--- src/rtl/regfile_write_ctrl.sv ---
`default_nettype none
// ============================================================================
// Module   : regfile_write_ctrl
// Brief    : Register-file write-port controller. Runs a clear sweep after
//            reset, then arbitrates ALU and load writes and tracks pending
//            destination registers.
// Revision : 1.0
// ============================================================================
module regfile_write_ctrl #(
   parameter int DATA_W         = 32,
   parameter int ADDR_W         = 5,
   parameter int CLEAR_ON_RESET = 1
) (
   input  logic                     clk,
   input  logic                     rstd,
   input  logic                     alu_valid,
   output logic                     alu_ready,
   input  logic [ADDR_W-1:0]        alu_addr,
   input  logic [DATA_W-1:0]        alu_data,
   input  logic                     ld_valid,
   output logic                     ld_ready,
   input  logic [ADDR_W-1:0]        ld_addr,
   input  logic [DATA_W-1:0]        ld_data,
   input  logic                     issue_en,
   input  logic [ADDR_W-1:0]        issue_addr,
   output logic [(2**ADDR_W)-1:0]   pending,
   output logic                     rf_we,
   output logic [ADDR_W-1:0]        rf_waddr,
   output logic [DATA_W-1:0]        rf_wdata,
   output logic                     init_done
);

   localparam int NREG = 2**ADDR_W;

   typedef enum logic [0:0] {
      S_CLEAR = 1'b0,
      S_RUN   = 1'b1
   } state_t;

   localparam state_t            c_RESET_STATE = (CLEAR_ON_RESET != 0) ? S_CLEAR : S_RUN;
   localparam logic              c_RESET_INIT  = (CLEAR_ON_RESET != 0) ? 1'b0 : 1'b1;
   localparam logic              c_GRANT_ALU   = 1'b0;
   localparam logic              c_GRANT_LD    = 1'b1;
   localparam logic [ADDR_W-1:0] c_LAST_REG    = '1;
   localparam logic [ADDR_W-1:0] c_ZERO_REG    = '0;

   state_t              r_state;
   logic [ADDR_W-1:0]   r_clrCnt;
   logic                r_rrLast;
   logic [NREG-1:0]     r_pending;

   state_t              w_stateNext;
   logic [ADDR_W-1:0]   w_clrCntNext;
   logic                w_rrLastNext;
   logic                w_weNext;
   logic [ADDR_W-1:0]   w_waddrNext;
   logic [DATA_W-1:0]   w_wdataNext;
   logic                w_initNext;
   logic                w_accHit;
   logic [ADDR_W-1:0]   w_accAddr;
   logic                w_setHit;
   logic [NREG-1:0]     w_pendNext;

   // Next-state, grant and write-port decode
   always_comb begin
      w_stateNext  = r_state;
      w_clrCntNext = r_clrCnt;
      w_rrLastNext = r_rrLast;
      w_weNext     = 1'b0;
      w_waddrNext  = rf_waddr;
      w_wdataNext  = rf_wdata;
      w_initNext   = init_done;
      alu_ready    = 1'b0;
      ld_ready     = 1'b0;

      case (r_state)
         S_CLEAR: begin
            w_weNext     = 1'b1;
            w_waddrNext  = r_clrCnt;
            w_wdataNext  = '0;
            w_clrCntNext = r_clrCnt + ADDR_W'(1);
            if (r_clrCnt == c_LAST_REG) begin
               w_stateNext = S_RUN;
               w_initNext  = 1'b1;
            end
         end
         S_RUN: begin
            // On a tie, whichever side was not granted last wins
            if (alu_valid && ld_valid) begin
               alu_ready = (r_rrLast == c_GRANT_LD);
               ld_ready  = (r_rrLast == c_GRANT_ALU);
            end else begin
               alu_ready = alu_valid;
               ld_ready  = ld_valid;
            end

            if (alu_ready) begin
               w_rrLastNext = c_GRANT_ALU;
               if (alu_addr != c_ZERO_REG) begin
                  w_weNext    = 1'b1;
                  w_waddrNext = alu_addr;
                  w_wdataNext = alu_data;
               end
            end else if (ld_ready) begin
               w_rrLastNext = c_GRANT_LD;
               if (ld_addr != c_ZERO_REG) begin
                  w_weNext    = 1'b1;
                  w_waddrNext = ld_addr;
                  w_wdataNext = ld_data;
               end
            end
         end
         default: begin
            w_stateNext = c_RESET_STATE;
         end
      endcase
   end

   assign w_accHit  = alu_ready | ld_ready;
   assign w_accAddr = alu_ready ? alu_addr : ld_addr;
   assign w_setHit  = (r_state == S_RUN) && issue_en && (issue_addr != c_ZERO_REG);

   // Scoreboard: a same-cycle issue outranks the retiring write
   for (genvar i = 0; i < NREG; i++) begin : g_sb
      if (i == 0) begin : g_r0
         assign w_pendNext[i] = 1'b0;
      end else begin : g_rn
         localparam logic [ADDR_W-1:0] c_IDX = ADDR_W'(i);
         assign w_pendNext[i] = (w_setHit && (issue_addr == c_IDX)) ||
                                (r_pending[i] && !(w_accHit && (w_accAddr == c_IDX)));
      end
   end

   always_ff @(posedge clk or negedge rstd) begin
      if (!rstd) begin
         r_state   <= c_RESET_STATE;
         r_clrCnt  <= '0;
         r_rrLast  <= c_GRANT_LD;
         r_pending <= '0;
         rf_we     <= 1'b0;
         rf_waddr  <= '0;
         rf_wdata  <= '0;
         init_done <= c_RESET_INIT;
      end else begin
         r_state   <= w_stateNext;
         r_clrCnt  <= w_clrCntNext;
         r_rrLast  <= w_rrLastNext;
         r_pending <= w_pendNext;
         rf_we     <= w_weNext;
         rf_waddr  <= w_waddrNext;
         rf_wdata  <= w_wdataNext;
         init_done <= w_initNext;
      end
   end

   assign pending = r_pending;

endmodule
`default_nettype wire

--- config.mk ---
export PLATFORM = sky130hd
export DESIGN_NAME = regfile_write_ctrl
export DESIGN_NICKNAME = d
export VERILOG_FILES = /design/src/rtl/regfile_write_ctrl.sv
export SDC_FILE = /design/constraint.sdc
export NUM_CORES = 1
export LEC_CHECK = 0
export BUFFER_PORTS_ARGS = -buffer_cell sky130_fd_sc_hd__buf_2
export CORE_MARGIN = 5
export CORE_UTILIZATION = 50
export DETAILED_ROUTE_END_ITERATION = 8
export PLACE_DENSITY_LB_ADDON = 0.2
export SYNTH_ARGS = -nofsm -noshare
export SYNTH_HDL_FRONTEND = slang
export SYNTH_SLANG_ARGS = --single-unit
--- constraint.sdc ---
create_clock -name clk -period 2 [get_ports clk]
set_input_delay 0.1 -clock clk [delete_from_list [all_inputs] [get_ports clk]]
set_output_delay 0.1 -clock clk [all_outputs]
set_load 0.02 [all_outputs]
==> results by group <==
Status
  – Status: finished clean

Floorplan
  – Die Span X: 104 µm
  – I/O pins: 157
  – Core Region: 8640 µm²
  – Starting Density: 50.9%
  – Die height: 104 µm
  – Die area: 10800 µm²
  – Core Rows: 34

Run
  – Max-cap violation count: 0

Synth
  – Number of enable flip-flop cells after synthesis: 0
  – Post-synthesis cell type count: 47
  – Cell count after synthesis: 463
  – Synth area leaders: dfrtp_1, mux2i_1, a21o_1, o21ai_0, nand3_1
  – Synth async-reset ratio: 100%
  – Area leader, netlist: dfrtp_1
  – Main flop type after synthesis: dfrtp_1
  – Cell area after synthesis: 4400 µm²
  – Mapped Nets: 549
  – Synth warnings: 0
  – Yosys top cell area share: 43.2%
  – Number of synthesized register bits: 77
  – Synth Area per Inst: 9.50 µm²
  – Seq/Total Area, Yosys: 43.8%

Placement
  – DP Area: 5290 µm²
  – RePlAce Congestion: 0.914
  – Hpwl dp: 9850 µm
  – Port-buffer cells: 155

Power and ir drop
  – Pwr Density: 825 nW/µm²
  – Leakage: 2.82 nW
  – Peak VDD IR: 0.445 mV

Clock network
  – CTS Sinks: 77
  – Root buf cell: clkbuf_8
  – CTS tree: built
  – Clock latency at the later pin of the worst-skew pair: 0.36 ns
  – Inserted Clock Buffers: 9
  – H-tree levels: 3
  – Postcts setup bufs: 0
  – Reg clk slew, reported paths: 0.09 ns
  – Clk buf depth: 2

Routing
  – Vias/cell: 5.81
  – Starting DRT DRC Count: 212
  – Drt first pass iters: 4
  – Vias: 4189
  – Detailed Route WL: 13200 µm
  – Avg WL per Cell: 18.2 µm
  – Drc violations: 0
  – Antenna-violating nets left: 0

Critical path
  – Crit-path max FO: 33
  – CP required: 1.90 ns
  – Worst path cell trace: nor2b_4, buf_4, nor2_1, buf_2
  – Reg2reg setup slack: 0.15 ns
  – Reg2reg path depth: 5
  – Crit. End Element: output port
  – Worst path max stage delay: 0.40 ns
  – Arrival time at the worst endpoint: 1.78 ns
  – R2R Path End: pending[18]$_DFF_PN0_
  – Critical path startpoint category: flop
  – CP max stage cell: dfstp_2
  – CP Class: flop to output port
  – R2r startpoint: r_rrLast$_DFFE_PN1P_

GRT
  – GRT Overall Usage: 24.2%
  – Gr busiest metal: met2
  – Initial antenna violation count: 0
  – GRT met3 Usage: 6.28%
  – Grt met2 use: 39.5%
  – Remaining global-route overflow: 0
  – Largest net degree at the start of global routing: 48
  – Vias in the first global route: 4190
  – Met1 usage: 30.9%
  – First-pass GRT wire length: 21500 µm

Timing
  – Final period util: 94.1%
  – FMAX: 532 MHz
  – # setup viols final: 0
  – Worst slew margin: 57.1%
  – RSZ-0062 raised after global routing: no
  – Tightest Pin Transition: 0.642 ns
  – Final hold violation count: 0
  – Setup TNS: 0 ns
  – Clock skew: 0.00853 ns
  – Slew Limit Fails: 0
  – Post-route minimum period: 1.88 ns

Final layout
  – Layout cells sized above 1: 32.8%
  – Diodes inserted: 0
  – # nets final: 694
  – P&R area growth vs syn: 25.2%
  – Final core utilization: 63.7%
  – Final instance area: 5510 µm²
  – Fill count: 775

Worst hold path
  – Hold path cells: 4
  – Hold Startpoint: ld_data[16]
  – Worst Hold Class: input port to flop
  – Hold Crit Endpoint: rf_wdata[16]$_DFFE_PN0P_
## per-layer routing
metal / vias up / share of wire, %
met4: 0 / 2.8
met2: 177 / 48
met1: 1989 / 41
li1: 1994 / -
met3: 29 / 7.8
met5: - / 0
## state kept, by name, summed over array words and instances (netlist names)
name       flops
rf_wdata      32
pending       31
r_clrCnt       5
r_rrLast       1
init_done      1
r_state        1
rf_waddr       5
rf_we          1
## synthesized netlist by cell type, types with 2 or more instances
library cell and number:
nand3b_1 2, nor2b_1 2, nand2_1 13, nand3_1 38, buf_1 10, nor4_1 16, dfrtp_1 76, nand2b_1 11
a31oi_1 3, ha_1 2, a22o_1 15, a2111oi_0 6, inv_1 34, o21ai_1 4, nor3_1 5, clkbuf_1 18
mux2_2 2, or2_2 3, xnor2_1 3, buf_2 6, a21oi_1 3, a211oi_1 9, nor2_1 11, o211ai_1 16
buf_6 3, o21ai_0 48, mux2i_1 32, o2bb2ai_1 15, mux2_1 5, o32ai_2 2, nor3b_1 2, a21o_1 33
## kinds of logic (layout without fill, tap and decap cells)
kind of cell / Yosys count / count (layout) / synth area share (%)
adder cells (fa/ha/maj): 2 / 2 / 0.569
flip-flops: 77 / 77 / 43.8
XOR/XNOR: 3 / 3 / 0.598
other: 1 / 1 / 0.0853
multiplexers: 39 / 39 / 9.08
AO/OA/AOI/OAI: 159 / 159 / 25.7
buffers and inverters: 73 / 223 / 7.00
AND/OR/NAND/NOR: 109 / 109 / 13.2
## how the worst max path moves through the flow
stage / start / endpoint / slack, ns
2_1_floorplan: r_rrLast$_DFFE_PN1P_ / pending[6]$_DFF_PN0_ / 0.24
3_3_place_gp: r_rrLast$_DFFE_PN1P_ / pending[17]$_DFF_PN0_ / 0.22
3_5_place_dp: r_rrLast$_DFFE_PN1P_ / pending[18]$_DFF_PN0_ / 0.17
4_1_cts: r_rrLast$_DFFE_PN1P_ / alu_ready / 0.10
5_1_grt: r_rrLast$_DFFE_PN1P_ / alu_ready / 0.02
6_report: r_rrLast$_DFFE_PN1P_ / alu_ready / 0.12
## where the power goes
group          internal [mW]  switching [mW]  total, mW  leakage [nW]
clock network          0.593           0.641       1.23        0.0944
logic                  0.532           0.841       1.37          1.77
registers               1.79           0.143       1.94         0.958
total                   2.92            1.62       4.54          2.82
## cells in the final DEF (no fill, tap or decap), drive strengths merged, types with 5 or more instances in the layout
| cell type | count |
|---|---|
| a22o | 15 |
| a2111oi | 6 |
| dfrtp | 76 |
| a211oi | 9 |
| nor3 | 5 |
| mux2i | 32 |
| clkbuf | 9 |
| nand2 | 13 |
| nand2b | 11 |
| buf | 171 |
| o211ai | 17 |
| nand3 | 38 |
| inv | 38 |
| nor4 | 16 |
| o2bb2ai | 15 |
| a21o | 33 |
| nor2 | 11 |
| mux2 | 7 |
| o21ai | 52 |
## stage by stage
stage / setup slack [ns] / power (mW) / hold slack, ns / instances
2_1_floorplan: 0.243 / 2.79 / -0.196 / 463
3_3_place_gp: 0.221 / 3.31 / 0.0622 / 704
3_5_place_dp: 0.170 / 3.34 / 0.0644 / 704
4_1_cts: 0.103 / 4.57 / 0.0896 / 721
5_1_grt: 0.0164 / 4.79 / 0.103 / 721
6_report: 0.119 / 4.54 / 0.0966 / 721
## timing repair
item                                    CTS  global route
resized for setup                         0             0
hold buffers                              1             0
endpoints found under the setup margin    0             0
endpoints found under the hold margin    30             0
## final cells by class
| type | instances | area (µm²) | share of cell area (%) |
|---|---|---|---|
| inverter | 35 | 131 | 2.39 |
| multi-input combinational | 313 | 2170 | 39.5 |
| clock inverter | 7 | 81.3 | 1.48 |
| tap | 108 | 135 | 2.45 |
| timing repair buffer | 172 | 933 | 17.0 |
| sequential | 77 | 1930 | 35.0 |
| clock buffer | 9 | 124 | 2.25 |
## worst max-delay path: cells and delay by family, from the launching register on
kind	cells	cell delay, ns
AND/OR/NAND/NOR	2	0.46
buffers and inverters	2	0.56
flip-flops	1	0.40
Note: power is estimated with default switching activity, not from simulation.
